$ cat src/rtl/vc_vr_pkg.sv
// Shared types for the multi-channel valid/credit to valid/ready converter.
package vc_vr_pkg;

  localparam int unsigned NUM_CH_DEF   = 4;
  localparam int unsigned ID_WIDTH_DEF = $clog2(NUM_CH_DEF);

  typedef logic [ID_WIDTH_DEF-1:0] ch_id_t;

  typedef enum logic {
    ARB_IDLE   = 1'b0,
    ARB_LOCKED = 1'b1
  } arb_state_e;

endpackage

$ cat src/rtl/fifo.sv
// Small synchronous FIFO with registered head; a push on a full FIFO is accepted
// only when a pop frees the slot in the same cycle.
module fifo #(
  parameter int unsigned DATA_WIDTH = 8,
  parameter int unsigned LENGTH     = 2
) (
  input  logic                  clk,
  input  logic                  rst,
  input  logic                  i_push,
  input  logic [DATA_WIDTH-1:0] i_data,
  input  logic                  i_pop,
  output logic [DATA_WIDTH-1:0] o_data,
  output logic                  o_empty,
  output logic                  o_full
);

  localparam int unsigned PTR_W = (LENGTH > 1) ? $clog2(LENGTH) : 1;
  localparam int unsigned CNT_W = $clog2(LENGTH + 1);

  logic [DATA_WIDTH-1:0] r_mem [LENGTH];
  logic [PTR_W-1:0]      r_rd;
  logic [PTR_W-1:0]      r_wr;
  logic [CNT_W-1:0]      r_cnt;
  logic                  w_pop;
  logic                  w_push;

  assign o_empty = (r_cnt == '0);
  assign o_full  = (r_cnt == CNT_W'(LENGTH));
  assign o_data  = r_mem[r_rd];
  assign w_pop   = i_pop && !o_empty;
  assign w_push  = i_push && (!o_full || w_pop);

  always_ff @(posedge clk) begin
    if (rst) begin
      r_rd  <= '0;
      r_wr  <= '0;
      r_cnt <= '0;
    end else begin
      if (w_pop)
        r_rd <= (r_rd == PTR_W'(LENGTH - 1)) ? '0 : r_rd + PTR_W'(1);
      if (w_push)
        r_wr <= (r_wr == PTR_W'(LENGTH - 1)) ? '0 : r_wr + PTR_W'(1);
      r_cnt <= r_cnt + CNT_W'(w_push) - CNT_W'(w_pop);
    end
  end

  // Storage needs no reset; occupancy alone defines validity.
  always_ff @(posedge clk) begin
    if (w_push)
      r_mem[r_wr] <= i_data;
  end

endmodule

$ cat src/rtl/vc_vr_converter_mc.sv
// Merges NUM_CH credit-flow input channels onto one valid/ready port through
// per-channel buffers and a round-robin arbiter that locks on backpressure.
module vc_vr_converter_mc
  import vc_vr_pkg::*;
#(
  parameter int unsigned DATA_WIDTH = 8,
  parameter int unsigned CREDIT_NUM = 2,
  parameter int unsigned NUM_CH     = 4
) (
  input  logic                         clk,
  input  logic                         rst,
  input  logic [NUM_CH*DATA_WIDTH-1:0] s_data_i,
  input  logic [NUM_CH-1:0]            s_valid_i,
  output logic [NUM_CH-1:0]            s_credit_o,
  output logic [DATA_WIDTH-1:0]        m_data_o,
  output logic [$clog2(NUM_CH)-1:0]    m_id_o,
  output logic                         m_valid_o,
  input  logic                         m_ready_i,
  output logic [NUM_CH-1:0]            ovf_o
);

  localparam int unsigned ID_WIDTH = $clog2(NUM_CH);
  localparam int unsigned CW       = $clog2(CREDIT_NUM + 1);

  logic [DATA_WIDTH-1:0] w_head [NUM_CH];
  logic [NUM_CH-1:0]     w_empty;
  logic [NUM_CH-1:0]     w_full;
  logic [NUM_CH-1:0]     w_nonempty;
  logic [NUM_CH-1:0]     w_pop;

  logic [CW-1:0]         r_owed [NUM_CH];
  logic [CW:0]           w_owed_nxt [NUM_CH];
  logic [NUM_CH-1:0]     r_credit;
  logic [NUM_CH-1:0]     r_ovf;

  arb_state_e            r_state;
  arb_state_e            w_state_nxt;
  logic [ID_WIDTH-1:0]   r_rr_ptr;
  logic [ID_WIDTH-1:0]   w_rr_nxt;
  logic [ID_WIDTH-1:0]   r_lock_id;
  logic [ID_WIDTH-1:0]   w_lock_nxt;
  logic [ID_WIDTH-1:0]   w_rr_grant;
  logic [ID_WIDTH-1:0]   w_grant;
  logic                  w_found;
  logic                  w_hs;
  int unsigned           w_idx;

  for (genvar c = 0; c < NUM_CH; c++) begin : g_ch
    fifo #(
      .DATA_WIDTH(DATA_WIDTH),
      .LENGTH    (CREDIT_NUM)
    ) u_fifo (
      .clk    (clk),
      .rst    (rst),
      .i_push (s_valid_i[c]),
      .i_data (s_data_i[c*DATA_WIDTH +: DATA_WIDTH]),
      .i_pop  (w_pop[c]),
      .o_data (w_head[c]),
      .o_empty(w_empty[c]),
      .o_full (w_full[c])
    );
  end

  assign w_nonempty = ~w_empty;
  assign m_valid_o  = |w_nonempty;
  assign w_grant    = (r_state == ARB_LOCKED) ? r_lock_id : w_rr_grant;
  assign m_id_o     = w_grant;
  assign m_data_o   = w_head[w_grant];
  assign w_hs       = m_valid_o && m_ready_i;
  assign s_credit_o = r_credit;
  assign ovf_o      = r_ovf;

  always_comb begin
    w_pop = '0;
    if (w_hs)
      w_pop[w_grant] = 1'b1;
  end

  // First non-empty channel at or after rr_ptr, wrapping explicitly for any NUM_CH.
  always_comb begin
    w_rr_grant = '0;
    w_found    = 1'b0;
    w_idx      = 0;
    for (int i = 0; i < NUM_CH; i++) begin
      w_idx = int'(r_rr_ptr) + i;
      if (w_idx >= NUM_CH)
        w_idx = w_idx - NUM_CH;
      if (!w_found && w_nonempty[ID_WIDTH'(w_idx)]) begin
        w_found    = 1'b1;
        w_rr_grant = ID_WIDTH'(w_idx);
      end
    end
  end

  always_comb begin
    w_state_nxt = r_state;
    w_lock_nxt  = r_lock_id;
    w_rr_nxt    = r_rr_ptr;
    case (r_state)
      ARB_IDLE: begin
        if (m_valid_o && !m_ready_i) begin
          w_state_nxt = ARB_LOCKED;
          w_lock_nxt  = w_grant;
        end
      end
      ARB_LOCKED: begin
        if (w_hs)
          w_state_nxt = ARB_IDLE;
      end
      default: w_state_nxt = ARB_IDLE;
    endcase
    if (w_hs)
      w_rr_nxt = (w_grant == ID_WIDTH'(NUM_CH - 1)) ? '0 : w_grant + ID_WIDTH'(1);
  end

  always_ff @(posedge clk) begin
    if (rst) begin
      r_state   <= ARB_IDLE;
      r_rr_ptr  <= '0;
      r_lock_id <= '0;
    end else begin
      r_state   <= w_state_nxt;
      r_rr_ptr  <= w_rr_nxt;
      r_lock_id <= w_lock_nxt;
    end
  end

  // An issued credit and a pop in the same cycle cancel out.
  always_comb begin
    for (int c = 0; c < NUM_CH; c++)
      w_owed_nxt[c] = {1'b0, r_owed[c]} - (CW+1)'(r_owed[c] != '0) + (CW+1)'(w_pop[c]);
  end

  always_ff @(posedge clk) begin
    if (rst) begin
      r_credit <= '0;
      r_ovf    <= '0;
      for (int c = 0; c < NUM_CH; c++)
        r_owed[c] <= CW'(CREDIT_NUM);
    end else begin
      for (int c = 0; c < NUM_CH; c++) begin
        r_credit[c] <= (r_owed[c] != '0);
        r_owed[c]   <= CW'(w_owed_nxt[c]);
        if (s_valid_i[c] && w_full[c] && !w_pop[c])
          r_ovf[c] <= 1'b1;
      end
    end
  end

  always_ff @(posedge clk) begin
    if (!rst) begin
      for (int c = 0; c < NUM_CH; c++)
        assert (w_owed_nxt[c] <= (CW+1)'(CREDIT_NUM))
          else $error("owed credit counter exceeds CREDIT_NUM on channel %0d", c);
    end
  end

endmodule

$ cat config.mk
export PLATFORM = sky130hd
export DESIGN_NAME = vc_vr_converter_mc
export DESIGN_NICKNAME = d
export VERILOG_FILES = /design/src/rtl/vc_vr_pkg.sv /design/src/rtl/fifo.sv /design/src/rtl/vc_vr_converter_mc.sv
export SDC_FILE = /design/constraint.sdc
export NUM_CORES = 1
export LEC_CHECK = 0
export CORE_ASPECT_RATIO = 0.75
export CORE_MARGIN = 2
export CORE_UTILIZATION = 55
export CTS_BUF_LIST = sky130_fd_sc_hd__clkbuf_16
export DETAILED_ROUTE_END_ITERATION = 12
export GPL_ROUTABILITY_DRIVEN = 0
export PLACE_DENSITY = 0.89
export REMOVE_ABC_BUFFERS = 1
export SYNTH_ARGS = -nofsm -noshare
export SYNTH_HDL_FRONTEND = slang
export SYNTH_SLANG_ARGS = --single-unit
$ cat constraint.sdc
create_clock -name clk -period 6.53 [get_ports clk]
set_input_delay 1.306 -clock clk [delete_from_list [all_inputs] [get_ports clk]]
set_output_delay 1.306 -clock clk [all_outputs]
set_load 0.03 [all_outputs]
=== Word-level counts from Yosys, hierarchy flattened ===
Memory sizes are Yosys's and may differ from the RTL's. A register that Yosys moved wholly into a read port is not among the register bits.
Cells that the tools add are included.

* Flip-flop bits (word level): 29
* Bits in latches: 0
* Bits in writable memories: 72
* Bits in read-only memories: 0
* Input bits: 39
* Output and inout bits: 19
* Memories: 5

* Add/subtract/negate cells: 32
* Multipliers: 0
* Divide/modulo/power cells: 0
* Order comparisons: 11
* Equality and inequality tests: 5
* Shifts and indexed selects: 0
* Muxes and demuxes: 61
* Bitwise logic cells: 7
* Reductions and logical operators: 52

{| class="wikitable"
|+ Memory list
! memory !! words !! bits a word !! read ports !! clocked after Yosys merged registers in !! wr ports !! line !! RTL
|-
| g_ch[0].u_fifo.r_mem || 2 || 8 || 1 || 1 || 1 || fifo.sv:20 || <nowiki>logic [DATA_WIDTH-1:0] r_mem [LENGTH];</nowiki>
|-
| g_ch[1].u_fifo.r_mem || 2 || 8 || 1 || 1 || 1 || fifo.sv:20 ||
|-
| g_ch[2].u_fifo.r_mem || 2 || 8 || 1 || 1 || 1 || fifo.sv:20 ||
|-
| g_ch[3].u_fifo.r_mem || 2 || 8 || 1 || 1 || 1 || fifo.sv:20 ||
|-
| r_owed || 4 || 2 || 4 || 0 || 4 || vc_vr_converter_mc.sv:31 || <nowiki>logic [CW-1:0] r_owed [NUM_CH];</nowiki>
|}

{| class="wikitable"
|+ Operators by type and width
! cell !! number
|-
| 1-bit 2-to-1 mux || 37
|-
| 2-bit 2-to-1 mux || 14
|-
| 1-bit logical AND || 22
|-
| 2-bit by 1-bit adder with 2-bit output || 8
|-
| 8-bit binary-select mux with 2-bit select || 1
|-
| 1-bit zero test || 16
|-
| 8-bit 2-to-1 mux || 2
|-
| 2-bit by 1-bit subtractor with 2-bit output || 8
|-
| 2-bit by 3-bit less-than comparator with 1-bit output, second input constant || 5
|-
| 3-bit >= comparator, second input constant || 4
|-
| 2-bit equality test, second input constant || 5
|-
| 1-bit adder, second input constant || 8
|-
| 1-bit binary-select mux with 2-bit select || 4
|-
| 2-bit zero test || 4
|-
| 2-bit nonzero test || 4
|-
| 2-bit by 1-bit subtractor with 2-bit output, second input constant || 4
|-
| 2-bit by 2-bit adder with 3-bit output, second input constant || 2
|-
| 1-bit logical OR || 4
|-
| 4-bit 2-to-1 mux || 1
|-
| 4-bit NOT || 1
|-
| 1-bit bitwise OR || 4
|-
| 4-bit OR reduction || 1
|-
| 2-bit by 1-bit adder with 3-bit output, second input constant || 1
|-
| 2-bit by 3-bit >= comparator with 1-bit output, second input constant || 1
|-
| 7 further kinds || 7
|}

=== Longest topological paths before layout ===
* Depth in word-level cells: 25
* Depth in mapped cells: 15
* Gate-level depth less buffers: 13

=== Modules after synthesis ===
A second synthesis with hierarchy kept.

* Cell total of the unflattened synthesis: 390
* Area, all modules: 4692.0 µm²

{| class="wikitable"
|+ By module, submodules not included
! module !! instances !! cells an instance !! area an instance (µm²) !! seq. area each (µm²)
|-
| fifo || 4 || 52 || 825.8 || 580.6
|-
| vc_vr_converter_mc || 1 || 182 || 1388.8 || 420.4
|}

=== Least setup slack after synthesis ===
Ideal clock, no wire load.

* Path type: reg2out
* From: register g_ch[0].u_fifo.r_cnt[1]
* To: output m_data_o[0]
* Arrival time: 1.955 ns
* Required time: 5.224 ns
* Path slack: 3.269 ns
* Cell stages (with the launch flop): 10
* Buffers on the path: 3
* Cell sequence: dfxtp_1 > buf_2 > nor2_1 > o21bai_1 > a211o_2 > and2_4 > buf_8 > buf_6 > mux2i_1 > mux2_2

* Word-level cells in the longest chain between the ends: 19
* Elaborated cells between the ends (all ways): 28

{| class="wikitable"
|+ RTL lines
! what !! line !! RTL
|-
| start, declared || fifo.sv:23 || <nowiki>logic [CNT_W-1:0] r_cnt;</nowiki>
|-
| start signal, assigned || fifo.sv:43 || <nowiki>r_cnt <= r_cnt + CNT_W'(w_push) - CNT_W'(w_pop);</nowiki>
|-
| 2-bit zero test (*) || fifo.sv:27 || <nowiki>assign o_empty = (r_cnt == '0);</nowiki>
|-
| 4-bit NOT (*) || vc_vr_converter_mc.sv:64 || <nowiki>assign w_nonempty = ~w_empty;</nowiki>
|-
| 1-bit binary-select mux with 2-bit select || vc_vr_converter_mc.sv:88 || <nowiki>if (!w_found && w_nonempty[ID_WIDTH'(w_idx)]) begin</nowiki>
|-
| 1-bit 2-to-1 mux (not written as such) || vc_vr_converter_mc.sv:88 ||
|-
| 1-bit 2-to-1 mux || vc_vr_converter_mc.sv:88 ||
|-
| 1-bit zero test || vc_vr_converter_mc.sv:88 ||
|-
| 1-bit logical AND || vc_vr_converter_mc.sv:88 ||
|-
| 1-bit 2-to-1 mux || vc_vr_converter_mc.sv:88 ||
|-
| (+2 left out) || n/a ||
|-
| 1-bit 2-to-1 mux || vc_vr_converter_mc.sv:88 ||
|-
| 1-bit zero test || vc_vr_converter_mc.sv:88 ||
|-
| 1-bit logical AND || vc_vr_converter_mc.sv:88 ||
|-
| 2-bit 2-to-1 mux (*) || vc_vr_converter_mc.sv:88 ||
|-
| 2-bit 2-to-1 mux (*) || vc_vr_converter_mc.sv:66 || <nowiki>assign w_grant = (r_state == ARB_LOCKED) ? r_lock_id : w_rr_grant;</nowiki>
|-
| 2-bit NOT with 3-bit output (not written as such) (*) || vc_vr_converter_mc.sv:68 || <nowiki>assign m_data_o = w_head[w_grant];</nowiki>
|-
| 8-bit binary-select mux with 2-bit select (*) || vc_vr_converter_mc.sv:68 ||
|-
| 8-bit 2-to-1 mux (not written as such) (*) (2 in a row) || vc_vr_converter_mc.sv:68 ||
|-
| end, declared || vc_vr_converter_mc.sv:15 || <nowiki>output logic [DATA_WIDTH-1:0] m_data_o,</nowiki>
|}

Every way passes the cells marked *; elsewhere a longest branch is shown, timed or not. The select of a mux whose other input is x is not followed.

=== Worst setup path in the final report ===
* From: register g_ch[2].u_fifo.r_cnt[1]
* To: output m_data_o[7]

* Word-level cells in the longest chain between the ends: 19
* Elaborated cells between the ends (all ways): 28

{| class="wikitable"
|+ RTL lines
! what !! line
|-
| start, declared || fifo.sv:23
|-
| start signal, assigned || fifo.sv:43
|-
| 2-bit zero test (*) || fifo.sv:27
|-
| 4-bit NOT (*) || vc_vr_converter_mc.sv:64
|-
| 1-bit binary-select mux with 2-bit select || vc_vr_converter_mc.sv:88
|-
| 1-bit 2-to-1 mux (not written as such) || vc_vr_converter_mc.sv:88
|-
| 1-bit 2-to-1 mux || vc_vr_converter_mc.sv:88
|-
| 1-bit zero test || vc_vr_converter_mc.sv:88
|-
| 1-bit logical AND || vc_vr_converter_mc.sv:88
|-
| 1-bit 2-to-1 mux || vc_vr_converter_mc.sv:88
|-
| (+2 left out) || n/a
|-
| 1-bit 2-to-1 mux || vc_vr_converter_mc.sv:88
|-
| 1-bit zero test || vc_vr_converter_mc.sv:88
|-
| 1-bit logical AND || vc_vr_converter_mc.sv:88
|-
| 2-bit 2-to-1 mux (*) || vc_vr_converter_mc.sv:88
|-
| 2-bit 2-to-1 mux (*) || vc_vr_converter_mc.sv:66
|-
| 2-bit NOT with 3-bit output (not written as such) (*) || vc_vr_converter_mc.sv:68
|-
| 8-bit binary-select mux with 2-bit select (*) || vc_vr_converter_mc.sv:68
|-
| 8-bit 2-to-1 mux (not written as such) (*) (2 in a row) || vc_vr_converter_mc.sv:68
|}

Marked as above.

==> metrics.yaml <==
run_status:
  status: "complete, no violations"
timing:
  post-route-period-util_pct: 66.9
  min_period_ns: 4.37
  relSlewSlack_pct: 45.4
  fin_worst_skew_ns: 0.0104
  fin_setup_tns_ns: 0
  clock.fmax_ghz: 0.229
  finalMaxSlewViolations: 0
  rsz0062_at_grt: "no"
  worst_slew_pin_slew_ns: 0.820
  finalHoldViolations: 0
  finalSetupViolations: 0
detailed_routing:
  wl_per_cell_um: 16.5
  drc_errors: 0
  via_count: 2828
  totalWireLength_mm: 8.51
  drt_iter0_drc: 142
  drt_pass1_iterations: 4
  vias_per_cell: 5.47
  ant_nets: 0
logic_synthesis:
  ys_seq_area_share_pct: 59.9
  synthArstFlopShare_pct: 0
  postSynthCellCount: 353
  avgSynthCellArea_um2: 13.0
  synth_warnings: 0
  synth_seq_cells: 105
  synth-edff-count: 64
  synthFlopType: "edfxtp_1"
  synthDistinctLibCells: 57
  synth_area_um2: 4580
worst_setup_path:
  worstPathMaxFanout: 18
  cpPeakStageDelay_ns: 0.66
  arrival_ns: 3.06
  start_kind: "flip-flop"
  worstSetupPathType: "reg2out"
  worstPathCellList: "nor4_2 > a211o_2 > and2_4 > mux2i_1 > mux2_2 > clkdlybuf4s50_1"
  cpMaxStageDelayCell: "clkdlybuf4s50_1"
  endpoint_kind: "output port"
  required_ns: 5.22
clock_tree:
  post_cts_buffers: 0
  cts-buffers-inserted: 9
  cts.clk_slew.worst_paths_ns: 0.07
  clockRootBuffer: "clkbuf_16"
  clk_path_buf_depth: 2
  cts_resized: 0
  ctsHoldBuffers: 0
  cts.htree.levels: 3
  cts_tree: "done"
  clock-sinks: 105
  clock_latency_ns: 0.33
placed_design:
  dp.cells: 502
  detailed_place_hpwl_mm: 6.20
  place_area_um2: 5210
  port_buffers: 57
die:
  die-width_um: 109
  initial_core_util_pct: 57.3
  dieArea_um2: 9070
  coreArea_um2: 7990
  die_y_um: 83
  num_rows: 28
  ios: 58
power:
  power.density_nw_per_um2: 465
  power_uw: 2540
  ir_drop_uv: 220
  p_leak_uw: 0.00203
job:
  drv_cap: 0
global_route:
  antenna_found_initial: 0
  globalRouteOverflowTotal: 0
  grt_pass1_wl_mm: 13.4
  grtUsageTotal_pct: 19.3
  grt_max_degree: 43
  grt_pass1_vias: 2759
final_layout:
  stdcell_count: 517
  syn2layout_area_growth_pct: 19.5
  fillerInstances: 573
  finalNetCount: 455
  finish.instance_area_um2: 5470
  drive_gt1_share_pct: 9.95
  antenna_cells: 0
worst_hold_path:
  hold_class: "reg2reg"
==> final timing paths <==
kind                                       from                                   end  slack [ns]  depth (start not counted)
max          g_ch[2].u_fifo.r_cnt[1]$_SDFF_PP0_                           m_data_o[7]        2.16                          6
min                       ovf_o[2]$_SDFFE_PP0P_                 ovf_o[2]$_SDFFE_PP0P_        0.48                          2
max reg2reg  g_ch[2].u_fifo.r_cnt[1]$_SDFF_PP0_  g_ch[2].u_fifo.r_mem[0][6]$_DFFE_PP_        3.43                          6
min reg2reg               ovf_o[2]$_SDFFE_PP0P_                 ovf_o[2]$_SDFFE_PP0P_        0.48                          2
==> routing by layer <==
layer | share of wire [%] | wire, µm | GRT usage (%)
met5 | 0 | 0 | 0
met3 | 3.9 | 334 | 4.08
met1 | 47 | 3990 | 26.8
met2 | 48 | 4040 | 29.9
met4 | 1.7 | 141 | 7.25
==> cell usage after synthesis (2+ instances only) <==
library cell	n	area share, %
o21ba_1	2	0.44
and3_1	7	0.96
a21oi_1	10	1.1
buf_1	6	0.49
nor2_1	36	3.0
a31oi_1	2	0.27
inv_1	14	1.1
a41oi_1	2	0.38
clkbuf_1	3	0.25
ha_1	8	2.2
nor4_2	2	0.55
xor2_1	2	0.38
edfxtp_1	64	42
mux2_1	3	0.74
a211oi_1	3	0.49
a211o_2	2	0.44
nand2_1	12	0.98
nand3_1	3	0.33
dfxtp_1	41	18
xnor2_1	10	1.9
buf_2	2	0.22
o21bai_1	6	0.98
o21ai_0	3	0.33
a211oi_2	2	0.55
and2_1	3	0.41
nor2b_1	15	2.1
mux2i_1	49	11
mux2_2	8	2.0
nor3_1	5	0.55
==> sequential cells by signal (all words and copies together) (netlist names), named ones only <==
register	flops
g_ch.u_fifo.r_rd	4
r_owed	8
g_ch.u_fifo.r_wr	4
ovf_o	4
g_ch.u_fifo.r_mem	64
g_ch.u_fifo.r_cnt	8
r_rr_ptr	2
r_lock_id	2
s_credit_o	4
==> stage by stage <==
step | utilization [%] | worst slack [ns] | hold slack, ns
global placement | 65.2 | 2.58 | 0.454
global route | 68.5 | 2.04 | 0.523
floorplan | - | 3.32 | 0.462
CTS | 68.5 | 2.20 | 0.486
detailed placement | 65.2 | 2.56 | 0.468
finish | 68.5 | 2.16 | 0.479
==> placed cells by master, fill, tap and decap left out, types with 5 or more instances in the layout <==
| cell | instances |
|---|---|
| nor3_1 | 5 |
| mux2i_1 | 49 |
| clkdlybuf4s50_1 | 57 |
| nor2_1 | 36 |
| nand2_1 | 12 |
| mux2_2 | 8 |
| clkbuf_16 | 9 |
| ha_1 | 8 |
| and3_1 | 7 |
| dfxtp_1 | 41 |
| nor2b_1 | 15 |
| inv_1 | 15 |
| o21bai_1 | 6 |
| edfxtp_1 | 64 |
| xnor2_1 | 10 |
| a21oi_1 | 10 |
==> worst max-delay path: cells and delay by family (launching register included) <==
family                 cells  cell delay (ns)
muxes                      2             0.50
DFF                        1             0.42
AOI/OAI and AO/OA          1             0.27
buffers and inverters      1             0.66
and+or+nand+nor            2             0.88
==> where the power goes <==
group	switching [µW]	leakage [µW]	internal, µW
sequential	105	0.000938	859
combinational	622	0.000960	482
clock	221	0.000130	254
total	948	0.00203	1600
==> cell type report <==
cell class	count	area [µm²]	area share [%]
Sequential cell	105	2740	50.1
Clock inverter	6	37.5	0.686
Multi-Input combinational cell	218	1690	30.9
Clock buffer	9	225	4.12
Timing Repair Buffer	58	578	10.6
Tap cell	105	131	2.40
Inverter	16	63.8	1.17
==> cell families after synthesis <==
group	Yosys count	share of synthesized area, %
flops	105	59.9
fa+ha+maj	8	2.19
buf+inv	30	3.09
compound gates	46	8.47
mux	60	13.4
simple gates	92	10.6
xor+xnor	12	2.30
(Power assumes the default switching activity.)
